## src/rtl/nn_input_loader.sv

```systemverilog
// rtl/nn_input_loader.sv - packs shifted/narrowed 16-bit samples into an IN_SIZE x 8-bit feature vector
// Optional macro NN_LOADER_SATURATE_EN: saturating narrow instead of two's-complement wrap.
module nn_input_loader #(
  parameter int IN_SIZE = 40,
  parameter int SHIFT   = 4
) (
  input  logic                             clk,
  input  logic                             rst,
  input  logic signed [15:0]               s_data,
  input  logic                             s_valid,
  output logic                             s_ready,
  input  logic                             frame_start,
  output logic signed [7:0]                vector_out [0:IN_SIZE-1],
  output logic                             vector_valid,
  input  logic                             vector_ack,
  output logic [$clog2(IN_SIZE+1)-1:0]     fill_count
);

  localparam int CW = $clog2(IN_SIZE+1);

  typedef enum logic {FILL, HOLD} state_t;

  state_t                state, state_next;
  logic                  accept;
  logic                  last;
  logic [CW-1:0]         wr_idx;
  logic signed [15:0]    shifted;
  logic signed [7:0]     narrowed;

  assign s_ready = (state == FILL) && !rst;
  assign accept  = s_valid && s_ready;
  // frame_start redirects the current write to element 0
  assign wr_idx  = frame_start ? '0 : fill_count;
  assign last    = (wr_idx == CW'(IN_SIZE - 1));
  assign shifted = s_data >>> SHIFT;

  always_comb begin
    narrowed = 8'(shifted);
`ifdef NN_LOADER_SATURATE_EN
    if (shifted > 16'sd127)
      narrowed = 8'sh7f;
    else if (shifted < -16'sd128)
      narrowed = 8'sh80;
`endif
  end

  always_ff @(posedge clk or posedge rst) begin
    if (rst)
      state <= FILL;
    else
      state <= state_next;
  end

  always_comb begin
    state_next = state;
    case (state)
      FILL:    if (accept && last) state_next = HOLD;
      HOLD:    if (vector_ack)     state_next = FILL;
      default: state_next = FILL;
    endcase
  end

  always_ff @(posedge clk or posedge rst) begin
    if (rst) begin
      fill_count   <= '0;
      vector_valid <= 1'b0;
      for (int i = 0; i < IN_SIZE; i++)
        vector_out[i] <= '0;
    end else begin
      case (state)
        FILL: begin
          if (accept) begin
            for (int i = 0; i < IN_SIZE; i++)
              if (wr_idx == CW'(i))
                vector_out[i] <= narrowed;
            fill_count   <= wr_idx + CW'(1);
            vector_valid <= last;
          end else if (frame_start) begin
            fill_count <= '0;
          end
        end
        HOLD: begin
          // old elements stay in place until overwritten by the next fill
          if (vector_ack) begin
            vector_valid <= 1'b0;
            fill_count   <= '0;
          end
        end
        default: ;
      endcase
    end
  end

endmodule

```

## config.mk

```make
export PLATFORM = sky130hd
export DESIGN_NAME = nn_input_loader
export DESIGN_NICKNAME = d
export VERILOG_FILES = /design/src/rtl/nn_input_loader.sv
export SDC_FILE = /design/constraint.sdc
export NUM_CORES = 1
export LEC_CHECK = 0
export ABC_AREA = 1
export BUFFER_PORTS_ARGS = -buffer_cell sky130_fd_sc_hd__buf_2
export CORE_ASPECT_RATIO = 1.25
export CORE_MARGIN = 4
export CORE_UTILIZATION = 47
export CTS_CLUSTER_DIAMETER = 30
export CTS_CLUSTER_SIZE = 24
export DETAILED_ROUTE_END_ITERATION = 16
export GPL_ROUTABILITY_DRIVEN = 0
export GPL_TIMING_DRIVEN = 0
export PLACE_DENSITY = 0.76
export SKIP_LAST_GASP = 1
export SLEW_MARGIN = 20
export SYNTH_ARGS = -nofsm -noshare
export SYNTH_HDL_FRONTEND = slang
export SYNTH_SLANG_ARGS = --single-unit
```

## constraint.sdc

```tcl
create_clock -name clk -period 12.2 [get_ports clk]
set_clock_uncertainty 0.2 [all_clocks]
set_input_delay 3.05 -clock clk [delete_from_list [all_inputs] [get_ports clk]]
set_output_delay 3.05 -clock clk [all_outputs]
set_load 0.005 [all_outputs]
```

Word level (Yosys, flattened, before mapping). Index checks and enable logic that the tools add are counted.

Register bits: 328. Bits of input ports: 21. Output and inout bits: 328. Word-level logic and storage cells: 142.

Add/subtract/negate cells: 1. Equal/unequal tests: 41. Mux-type cells: 10. Bitwise operators: 1. Reduce and logical (&&, ||, !) cells: 46.

Operators by type and width (number): $reduce_and 3->1 (40); $eq 6x5->1 const B (16); $eq 6x4->1 const B (8); $eq 6x6->1 const B (8); $eq 6x3->1 const B (4); $mux 6 (3); $eq 6x2->1 const B (2); $pmux 6 s2 (1); $add 6x1->6 const B (1); $eq 6x1->1 const B (1); $logic_not 6->1 (1); $mux 1 (4); $ne 2x2->1 const B (2); $pmux 1 s2 (2); $logic_and 1x1->1 (3); $reduce_and 2->1 (1); $logic_not 1->1 (1); $not 1->1 (1).

Logic depth before layout (Yosys ltp).
Depth in word-level cells: 6. Depth in mapped cells: 10. Depth with buffers taken out: 10.

Worst setup path before layout. No wires, ideal clock.

Path kind: input to output. Start point: in rst. End point: out s_ready. Data arrival time: 3176 ps. Setup slack: 5774 ps. Cell stages on the path: 1. Path buffers: 0. Path through: nor2_2.

Longest elaborated chain between the ends: 2.

RTL lines: start, declared (line 8) `input logic rst,`; $logic_not 1->1 (no source line); $logic_and 1x1->1 (line 30) `assign s_ready = (state == FILL) && !rst;`; end, declared (line 11) `output logic s_ready,`.

Every way passes these cells.

Worst setup path in the final report. Same ends and word-level chain as after synthesis.

==> summary.txt <==
Global route
  – First-pass GRT wire length: 61.8 mm
  – Gr ovfl total: 0
  – Vias in the first global route: 10,600
  – Gr usage total: 0.272
  – Antenna violations before repair: 0
  – Largest net degree at the start of global routing: 35

Timing
  – Measured slew at the worst slew-check pin: approximately 0.90 ns
  – Final setup viols: 0
  – Unrepaired setup endpoints after global routing: no
  – Setup tns final: 0 ns
  – Max Fclk: about 150 MHz
  – Final hold viol count: 0
  – Final Worst Setup Slack: 5.43 ns
  – Period minus WS final: 6.77 ns
  – Max-slew violations: 0
  – Worst slew margin: 0.402
  – Final worst path period share: 0.555

Floorplanning
  – Starting Density: 0.482
  – Die ar.: 28,800 um^2
  – Core Area: approximately 26,000 um^2
  – IO Count: 349
  – Cell Rows: 65
  – Die Ht: around 190 um
  – Die width: 153 um

Critical path
  – Critical path origin: rst
  – Worst path cell trace: buf_2, nor2_2, buf_2
  – Buffer and inverter count on the worst path: 2
  – Critical path's slowest cell: nor2_2
  – Delay-heaviest family, CP: buffers and inverters
  – CP max FO: 3
  – Worst EP arrival: between 3 and 4 ns
  – Worst endpoint required time: 8.95 ns
  – Startpoint types: input port
  – Crit end category: primary output
  – RR Startpoint: fill_count[0]
  – Critical path type: input port to primary output
  – Worst path max stage delay: around 0.19 ns
  – Most used cell, CP: buf_2

Drt
  – Initial drt markers: roughly 600
  – Via-to-Cell Ratio: 5.29
  – Routed Antenna Nets: 0
  – Final WL: 40.2 mm
  – Via count: about 10,000
  – Number of iterations in the first detailed-routing pass: 4
  – # DRC: 0
  – Wire per inst: a little over 20 um

Power
  – Reg power frac: 0.418
  – Clock power frac: 0.530
  – Leak pwr: 8.93 nW
  – Comb power frac: 0.052
  – Power per Cell Area: 166 nW/um^2
  – Max IR drop VDD: 0.000156 V
  – Net switching power: approximately 0.67 mW
  – Sw Ratio: 0.247
  – Int Power: around 2.0 mW

CTS
  – Num CTS Buffers: slightly above 50
  – Clock Tree Buf Depth: 3
  – CTS Sinks: about 330
  – CTS tree: built
  – CTS HTree Levels: 2
  – Root buffer cell: clkbuf_16
  – Hold Buf Count CTS: 0
  – Clock latency on the worst-skew pair: 0.54 ns
  – CTS clk-pin slew, worst paths: around 0.05 ns
  – Setup repair bufs after CTS: 0
  – Post_cts resized: 0

Logic synthesis
  – Cells after Synth: 1,204
  – Syn Std Cell Area: 12,300 um^2
  – Area leader, netlist: dfrtp_1
  – Ys flop type: dfrtp_1
  – Count leader, synth: nand2_1
  – Share of flip-flops with an asynchronous set or reset: 1.00
  – Syn avg cell area: ~10 um^2
  – Proportion of synthesized chip area in sequential cells: 0.667
  – Synth cell types: 24
  – Post-synthesis net count: between 1,000 and 1,500
  – Top cells by count, synth: 398 x nand2_1, 328 x dfrtp_1, 212 x o21ai_0
  – Synth top area share: 0.667
  – Most area-consuming cells after synthesis: dfrtp_1 67%, nand2_1 12%, o21ai_0 8.6%
  – Number of synthesized flops with an enable pin: 0
  – Syn. warnings: 0
  – Yosys reg bits: 328

Flow run
  – MaxCap Viol Count: 0

Layout
  – Area Growth Syn to Fin: 33.4%
  – Design Area, Final: approximately 16,000 um^2
  – Diodes inserted: 0
  – Layout cells sized above 1: 0.319
  – Fin nets: 1,633

Placed design
  – Pre-CTS setup slack: around 5.5 ns
  – Buffers on Ports: 340
  – Dpl hpwl: 28.5 mm
  – Cell Area, Placed: between 10,000 and 15,000 um^2

Hold path
  – Hold path start: vector_out[64]
  – Hold Crit Class: register to register

Run status
  – Status: finished clean
[power by group through the flow]
| stage | Clock (mW) | Combinational (mW) | Sequential, mW |
|---|---|---|---|
| finish | 1.44 | 0.142 | 1.14 |
| floorplan | 0 | 0.0564 | 1.15 |
| CTS | 1.45 | 0.144 | 1.13 |
| detailed placement | 0 | 0.143 | 1.15 |
| global placement | 0 | 0.131 | 1.15 |
| global route | 1.50 | 0.157 | 1.14 |
[metrics by stage]
stage	utilization	power (mW)	hold WS, ns	instances
final	0.642	2.72	0.269	1983
after global routing	0.642	2.80	0.295	1983
after CTS	0.642	2.73	0.269	1983
after detailed placement	0.574	1.30	0.253	1890
after global placement	0.565	1.28	0.248	1879
after floorplan	-	1.21	0.265	1204
[per-layer routing]
layer	wire [um]	track usage	share of wire
met1	15400	0.337	0.38
met2	20300	0.472	0.50
met3	2890	0.0542	0.072
met4	1650	0.107	0.041
met5	0	0	0
[layout make-up]
type,count,area (um^2)
Clock buffer,56,1360
Timing Repair Buffer,351,1940
Multi-Input combinational cell,779,3600
Fill cell,2002,9130
Inverter,24,93.8
Buffer,73,400
Clock inverter,37,380
Tap cell,335,419
Sequential cell,328,8210
[worst paths after layout]
kind	slack [ns]	depth (start not counted)	endpoint
worst max-delay path	5.43	3	s_ready
worst min-delay path	0.27	2	vector_out[64]
worst max register to register	9.59	9	vector_out[279]
worst min register to register	0.27	2	vector_out[64]
max in group asynchronous	8.11	6	vector_out[56]
min in group asynchronous	2.43	2	vector_out[98]
[flip-flops by register name, summed over array words and instances, names as in the netlist]
| name | flops |
|---|---|
| vector_out | 320 |
| state | 1 |
| vector_valid | 1 |
| fill_count | 6 |
[logic make-up (layout without fill, tap and decap cells)]
kind of cell,Yosys count,in the layout,synth area share
flops,328,328,0.667
fa+ha+maj,4,4,0.00407
simple gates,465,465,0.157
compound gates,310,310,0.131
buf+inv,97,541,0.0399
[worst register-to-register path, cell delays in order (launching register included)]
cell	delay, ns
dfrtp_1	0.39
nand2_1	0.15
inv_1	0.19
ha_1	0.18
inv_1	0.09
nor2_1	0.52
nand2_1	0.34
buf_2	0.27
nand2_1	0.06
o21ai_0	0.07
[placed cells by master, fill, tap and decap left out, drive strengths merged]
cell,synthesis,routed
and2,1,1
buf,29,380
bufinv,0,3
clkbuf,44,100
clkinv,0,17
clkinvlp,0,7
dfrtp,328,328
ha,4,4
inv,24,34
nand2,423,423
nand3,9,9
nand3b,2,2
nor2,29,29
o211ai,1,1
o21ai,308,308
o22ai,1,1
or2,1,1
No activity file was read; power rests on OpenSTA's default activity.
